$ cat config.mk
export PLATFORM = sky130hd
export DESIGN_NAME = mem_port_arbiter
export DESIGN_NICKNAME = d
export VERILOG_FILES = /design/src/rtl/mem_port_arbiter.sv
export SDC_FILE = /design/constraint.sdc
export NUM_CORES = 1
export LEC_CHECK = 0
export CAP_MARGIN = 20
export CORE_AREA = 10 10 210 212
export DETAILED_ROUTE_END_ITERATION = 16
export DIE_AREA = 0 0 220 222
export GPL_ROUTABILITY_DRIVEN = 0
export PLACE_DENSITY = 0.66
export SETUP_SLACK_MARGIN = 0.15
export SYNTH_ARGS = -nofsm -noshare
export SYNTH_HDL_FRONTEND = slang
export SYNTH_SLANG_ARGS = --single-unit
$ cat constraint.sdc
create_clock -name clk_i -period 4.85 [get_ports clk_i]
set_clock_uncertainty 0.1 [all_clocks]
set_input_delay 0.485 -clock clk_i [delete_from_list [all_inputs] [get_ports clk_i]]
set_output_delay 0.485 -clock clk_i [all_outputs]
set_load 0.03 [all_outputs]
$ cat src/rtl/mem_port_arbiter.sv
// Round-robin arbiter sharing one external memory port between ic and dc.
// Registered issue, line-tag response matching and timeout read reissue.
module mem_port_arbiter #(
    parameter int TIMEOUT_CYCLES = 64,
    parameter int TO_W           = 7
) (
    input  logic         clk_i,
    input  logic         rsn_i,
    input  logic         ic_req_i,
    input  logic [19:0]  ic_addr_i,
    output logic         ic_gnt_o,
    output logic         ic_ready_o,
    output logic [127:0] ic_data_o,
    input  logic         dc_req_i,
    input  logic         dc_we_i,
    input  logic         dc_byte_i,
    input  logic [19:0]  dc_addr_i,
    input  logic [31:0]  dc_wdata_i,
    output logic         dc_gnt_o,
    output logic         dc_ready_o,
    output logic [127:0] dc_data_o,
    output logic         mem_read_o,
    output logic [19:0]  mem_read_addr_o,
    input  logic         mem_data_ready_i,
    input  logic [127:0] mem_data_i,
    input  logic [19:0]  mem_addr_i,
    output logic         mem_write_enable_o,
    output logic         mem_write_byte_o,
    output logic [19:0]  mem_write_addr_o,
    output logic [31:0]  mem_write_data_o
);

    typedef enum logic [1:0] {
        IDLE    = 2'd0,
        RD_WAIT = 2'd1,
        WR      = 2'd2
    } state_t;

    localparam logic [TO_W-1:0] TO_LAST = TO_W'(TIMEOUT_CYCLES - 1);

    state_t         state_q, state_d;
    logic           last_q, last_d;
    logic           own_q, own_d;
    logic [19:0]    addr_q, addr_d;
    logic [TO_W-1:0] cnt_q, cnt_d;
    logic           ic_gnt_q, ic_gnt_d;
    logic           dc_gnt_q, dc_gnt_d;
    logic           ic_rdy_q, ic_rdy_d;
    logic           dc_rdy_q, dc_rdy_d;
    logic [127:0]   ic_data_q, ic_data_d;
    logic [127:0]   dc_data_q, dc_data_d;
    logic           rd_q, rd_d;
    logic [19:0]    rd_addr_q, rd_addr_d;
    logic           we_q, we_d;
    logic           wb_q, wb_d;
    logic [19:0]    wa_q, wa_d;
    logic [31:0]    wd_q, wd_d;

    logic pick_dc;
    logic match;

    // last_q: 1 = dc was granted last, so ic wins the next conflict
    assign pick_dc = dc_req_i && (!ic_req_i || !last_q);
    assign match   = mem_data_ready_i && (mem_addr_i[19:4] == addr_q[19:4]);

    always_comb begin
        state_d   = state_q;
        last_d    = last_q;
        own_d     = own_q;
        addr_d    = addr_q;
        cnt_d     = cnt_q;
        ic_gnt_d  = 1'b0;
        dc_gnt_d  = 1'b0;
        ic_rdy_d  = 1'b0;
        dc_rdy_d  = 1'b0;
        ic_data_d = ic_data_q;
        dc_data_d = dc_data_q;
        rd_d      = 1'b0;
        rd_addr_d = rd_addr_q;
        we_d      = 1'b0;
        wb_d      = wb_q;
        wa_d      = wa_q;
        wd_d      = wd_q;
        unique case (state_q)
            IDLE: begin
                if (pick_dc) begin
                    dc_gnt_d = 1'b1;
                    last_d   = 1'b1;
                    if (dc_we_i) begin
                        we_d    = 1'b1;
                        wb_d    = dc_byte_i;
                        wa_d    = dc_addr_i;
                        wd_d    = dc_wdata_i;
                        state_d = WR;
                    end else begin
                        rd_d      = 1'b1;
                        rd_addr_d = dc_addr_i;
                        addr_d    = dc_addr_i;
                        own_d     = 1'b1;
                        cnt_d     = '0;
                        state_d   = RD_WAIT;
                    end
                end else if (ic_req_i) begin
                    ic_gnt_d  = 1'b1;
                    last_d    = 1'b0;
                    rd_d      = 1'b1;
                    rd_addr_d = ic_addr_i;
                    addr_d    = ic_addr_i;
                    own_d     = 1'b0;
                    cnt_d     = '0;
                    state_d   = RD_WAIT;
                end
            end
            RD_WAIT: begin
                if (match) begin
                    state_d = IDLE;
                    if (own_q) begin
                        dc_rdy_d  = 1'b1;
                        dc_data_d = mem_data_i;
                    end else begin
                        ic_rdy_d  = 1'b1;
                        ic_data_d = mem_data_i;
                    end
                end else if (cnt_q == TO_LAST) begin
                    rd_d  = 1'b1;
                    cnt_d = '0;
                end else begin
                    cnt_d = cnt_q + 1'b1;
                end
            end
            WR: state_d = IDLE;
            default: state_d = IDLE;
        endcase
    end

    always_ff @(posedge clk_i or negedge rsn_i) begin
        if (!rsn_i) begin
            state_q   <= IDLE;
            last_q    <= 1'b0;
            own_q     <= 1'b0;
            addr_q    <= '0;
            cnt_q     <= '0;
            ic_gnt_q  <= 1'b0;
            dc_gnt_q  <= 1'b0;
            ic_rdy_q  <= 1'b0;
            dc_rdy_q  <= 1'b0;
            ic_data_q <= '0;
            dc_data_q <= '0;
            rd_q      <= 1'b0;
            rd_addr_q <= '0;
            we_q      <= 1'b0;
            wb_q      <= 1'b0;
            wa_q      <= '0;
            wd_q      <= '0;
        end else begin
            state_q   <= state_d;
            last_q    <= last_d;
            own_q     <= own_d;
            addr_q    <= addr_d;
            cnt_q     <= cnt_d;
            ic_gnt_q  <= ic_gnt_d;
            dc_gnt_q  <= dc_gnt_d;
            ic_rdy_q  <= ic_rdy_d;
            dc_rdy_q  <= dc_rdy_d;
            ic_data_q <= ic_data_d;
            dc_data_q <= dc_data_d;
            rd_q      <= rd_d;
            rd_addr_q <= rd_addr_d;
            we_q      <= we_d;
            wb_q      <= wb_d;
            wa_q      <= wa_d;
            wd_q      <= wd_d;
        end
    end

    assign ic_gnt_o           = ic_gnt_q;
    assign ic_ready_o         = ic_rdy_q;
    assign ic_data_o          = ic_data_q;
    assign dc_gnt_o           = dc_gnt_q;
    assign dc_ready_o         = dc_rdy_q;
    assign dc_data_o          = dc_data_q;
    assign mem_read_o         = rd_q;
    assign mem_read_addr_o    = rd_addr_q;
    assign mem_write_enable_o = we_q;
    assign mem_write_byte_o   = wb_q;
    assign mem_write_addr_o   = wa_q;
    assign mem_write_data_o   = wd_q;

endmodule

==> After elaboration in Yosys (flattened, before gate mapping) <==
Cells that the tools add are included.
W data, S select, Z words.
{ "op_classes": {"n_addsub": 1, "mul": 0, "div": 0, "magnitude_cmp": 0, "eq_ne": 8, "shifts": 0, "mux": 37, "n_bitwise": 1, "n_reduce_logical": 15} }
{ "ops": {"columns": ["op", "n"], "rows": [
  ["$mux W20", 3],
  ["$mux W7", 5],
  ["$mux W1", 22],
  ["$eq A16 B16 Y1", 1],
  ["$pmux W7 S2", 1],
  ["$reduce_and A3 Y1", 4],
  ["$mux W2", 4],
  ["$add A7 B1 Y7 const B", 1],
  ["$eq A7 B6 Y1 const B", 1],
  ["$ne A2 B2 Y1 const B", 3],
  ["$ne A3 B3 Y1 const B", 2],
  ["$pmux W2 S2", 1],
  ["$reduce_and A2 Y1", 2],
  ["$reduce_and A4 Y1", 1],
  ["$reduce_bool A2 Y1", 2],
  ["$eq A2 B1 Y1 const B", 1],
  ["$logic_and A1 B1 Y1", 2],
  ["$logic_not A1 Y1", 2],
  ["$logic_not A2 Y1", 1],
  ["$pmux W1 S2", 1],
  ["$logic_or A1 B1 Y1", 1],
  ["$not A1 Y1", 1]
]} }
{ "totals": {"regBits": 346, "latch_bits": 0, "ram_bits": 0, "romBits": 0, "inputBits": 227, "out_inout_bits": 335, "word_cells": 78, "memories": 0} }

==> Depth between registers and ports, before layout <==
{ "logic_depth": {"depth_word": 5, "depth_mapped": 9, "mapped_depth_nobuf": 8} }

==> Worst setup path before layout <==
Ideal clock, no wire load.
{ "synth_path": {"path_type": "reg2reg", "start": "register mem_read_addr_o[19] (netlist name)", "end": "register dc_data_q[100], in the netlist dc_data_o[100]", "setup_ps": 125, "arrival_time_ps": 2174, "required_ps": 4625, "path_slack_ps": 2451, "stages_incl_launch_ff": 8, "synth_period_minus_slack_ps": 2399, "cell_sequence": "dfrtp_1 xor2_1 nor4_2 nand3_1 or4_4 buf_6 buf_6 mux2_4"} }
{ "synth_lines": {"columns": ["element", "line_no", "source"], "rows": [
  ["end signal, assigned", "166", "dc_data_q <= dc_data_d;"],
  ["end, declared", "51", "logic [127:0] dc_data_q, dc_data_d;"]
]} }

==> results.yml <==
timing:
  fin_crit_ns: 2.976
  max_freq_ghz: 0.3360
  rsz0062_at_grt: "false"
  fin_setup_tns_ns: 0
  setup_viol: 0
  fin_crit_sh_pct: 61.36
  worstMarginPinSlew_ns: 0.9295
  hold_viol: 0
  slew_headroom_pct: 38.04
  slew_violations: 0
routing:
  postRouteAntennaNets: 0
  vias: 9547
  wirelength_mm: 47.26
  dr.pass1.iters: 4
  via_per_inst: 4.612
  drc: 0
  drtIter0Drc: 469
  wl_per_cell_um: 22.83
synthesis:
  synth-edff-count: 0
  yosys_warnings: 0
  ys.flop_type: "dfrtp_1"
  ys_types: 37
  synthSimpleGateAreaFrac_pct: 6.682
  syn_area_per_cell_um2: 14.52
  synth_xor_area_share_pct: 1.017
  synth.cell_area_um2: 13780
  async_reset_ff_share_pct: 100.0
  synthAdderAreaFrac_pct: 0.09079
  muxShareOfSynthArea_pct: 25.64
  syn-num-nets: 1177
  synth_compound_area_share_pct: 1.443
  synth_top_family_by_area: "multiplexers"
  synth.ff_latch_count: 346
  syn_inst: 949
  synth-seq-area-share_pct: 62.82
power_and_ir_drop:
  power.leakage_nw: 10.16
  p_per_area_nw_per_um2: 407.2
  ir_drop_uv: 392.2
run_status:
  status: "completed"
setup_path:
  r2r_setup_slack_ns: 1.87
  startpoint: "mem_read_addr_o[17]$_DFFE_PN0P_"
  cp_top_family: "simple AND/OR/NAND/NOR gates"
  end_kind: "register"
  reg2reg_depth: 6
  max_stage_delay_ns: 0.57
  crit_path_max_fanout: 43
  worstSetupPathType: "reg -> reg"
  rr_startpoint: "mem_read_addr_o[17]$_DFFE_PN0P_"
  reg2reg_to: "dc_data_o[87]$_DFFE_PN0P_"
  cp.arrival_ns: 3.29
  cpMaxStageDelayCell: "or4_4"
  cp_num_buf_inv: 1
  cp.required_ns: 5.17
  critPathLaunchType: "register"
  crit_chain: "xor2_1 > nor4_2 > nand3_1 > or4_4 > buf_4 > mux2_4"
cells_and_area:
  fillCellCount: 3352
  layout-drive-gt1-share_pct: 21.73
  utilization_pct: 53.44
  final_cell_mix: "clkdlybuf4s50_1 (556), dfrtp_1 (346), nand2_1 (166), mux2_2 (136), mux2_4 (120)"
  syn2layout_area_growth_pct: 53.71
  nNetsFinal: 1744
  final_common_cell: "clkdlybuf4s50_1"
die:
  io_pins: 562
  num_rows: 73
  die_width_um: 220
  die_h_um: 222
  start_util_pct: 34.77
  die_area_um2: 48840
  coreArea_um2: 39640
min_path:
  min_to: "mem_write_data_o[7]$_DFFE_PN0P_"
  worstHoldStart: "mem_write_data_o[7]$_DFFE_PN0P_"
  whs_path_depth: 2
  hp-class: "reg -> reg"
clocking:
  cts_tree: "yes"
  clock_path_buffers: 3
  cts_buffers: 40
  cts_sinks: 346
  htreeDepth: 2
  path_clk_slew_ns: 0.05
  clockRootBuffer: "clkbuf_16"
  postCtsSetupBuffers: 0
  insertion_delay_ns: 0.53
placement:
  port_buffers: 557
  hpwl_mm: 35.76
global_route:
  grt_antenna_before_repair: 3
  grtUsageTotal_pct: 18.77
  grt_max_degree: 119
  overflow: 0
  grt_pass1_wl_mm: 69.51
  grt_pass1_vias: 10456
job:
  maxCapViolCount: 0
## logic make-up after synthesis
| kind of cell | count (synthesis) |
|---|---|
| AO/OA/AOI/OAI | 35 |
| XOR/XNOR | 16 |
| adder cells (fa/ha/maj) | 1 |
| buffers and inverters | 52 |
| flip-flops | 346 |
| multiplexers | 276 |
| AND/OR/NAND/NOR | 223 |
## worst max path at each step
stage,endpoint,cells after the start,slack (ns)
final,dc_data_o[87]$_DFFE_PN0P_,6,1.87
after global routing,dc_data_o[17]$_DFFE_PN0P_,6,1.78
after detailed placement,dc_data_o[91]$_DFFE_PN0P_,7,1.43
after global placement,dc_data_o[90]$_DFFE_PN0P_,7,1.42
after floorplan,dc_data_o[100]$_DFFE_PN0P_,7,2.45
after CTS,dc_data_o[91]$_DFFE_PN0P_,6,1.89
## stage by stage
step / area, um2 / setup WS (ns) / hold WS [ns] / total power, mW / std cells
finish: 21180 / 1.874 / 0.3718 / 8.627 / 2070
global route: 21180 / 1.783 / 0.3630 / 9.064 / 2068
CTS: 21180 / 1.891 / 0.3409 / 8.747 / 2067
detailed placement: 19900 / 1.425 / 0.3615 / 5.755 / 1998
global placement: 19900 / 1.423 / 0.3591 / 5.738 / 1998
floorplan: 13780 / 2.451 / 0.08941 / 4.607 / 949
## registers in the layout, summed over array words and instances, names as in the netlist
signal              flops
ic_ready_o              1
last_q                  1
mem_read_addr_o        20
ic_gnt_o                1
cnt_q                   7
state_q                 2
mem_write_addr_o       20
dc_gnt_o                1
dc_data_o             128
mem_write_data_o       32
own_q                   1
ic_data_o             128
mem_write_byte_o        1
mem_write_enable_o      1
mem_read_o              1
dc_ready_o              1
## timing repair
action	CTS	global route
hold endpoints to repair	115	0
resized for setup	0	0
setup endpoints to repair	0	0
hold buffers	1	0
## worst register-to-register path, stage by stage (launching register included)
cell	delay, ns
dfrtp_1	0.42
xor2_1	0.19
nor4_2	0.47
nand3_1	0.21
or4_4	0.57
buf_4	0.41
mux2_4	0.50
## final cells by class
type	count	area (um2)	share of cell area, %
Antenna cell	3	7.507	0.03544
Clock buffer	63	1219	5.753
Clock inverter	5	50.05	0.2363
Inverter	7	26.28	0.1240
Multi-Input combinational cell	551	4823	22.77
Sequential cell	346	8658	40.87
Tap cell	525	656.9	3.101
Timing Repair Buffer	570	5743	27.11
## where the power goes
group	switching (mW)	internal [mW]
clock network	1.16	1.76
registers	0.252	3.24
logic	1.28	0.931
total	2.70	5.93
## synthesized netlist by cell type (all sizes together), types with 2 or more instances
cell    number  area [um2]
dfrtp      346        8658
mux2i       20       200.2
a21oi       23       115.1
nand2      167       626.9
nand2b       4       25.02
nor3b        2       15.01
nand3        5       25.02
nor2        27       101.4
a21o         2       15.01
mux2       256        3333
nor4         3       31.28
xnor2        5       43.79
inv          7       26.27
o21ai        3       15.01
clkbuf      15       56.30
buf         30       235.2
nor3         6       30.03
xor2        11       96.34
nor2b        2       12.51
a211o        3       26.28
## layer usage
| layer | up-vias | share of wire [%] | global-route usage [%] |
|---|---|---|---|
| li1 | 4353 | - | - |
| met1 | 4741 | 37 | 20.61 |
| met2 | 396 | 48 | 31.41 |
| met3 | 53 | 12 | 9.591 |
| met4 | 4 | 1.8 | 4.624 |
| met5 | - | 0.044 | 0 |
(Power assumes the default switching activity.)
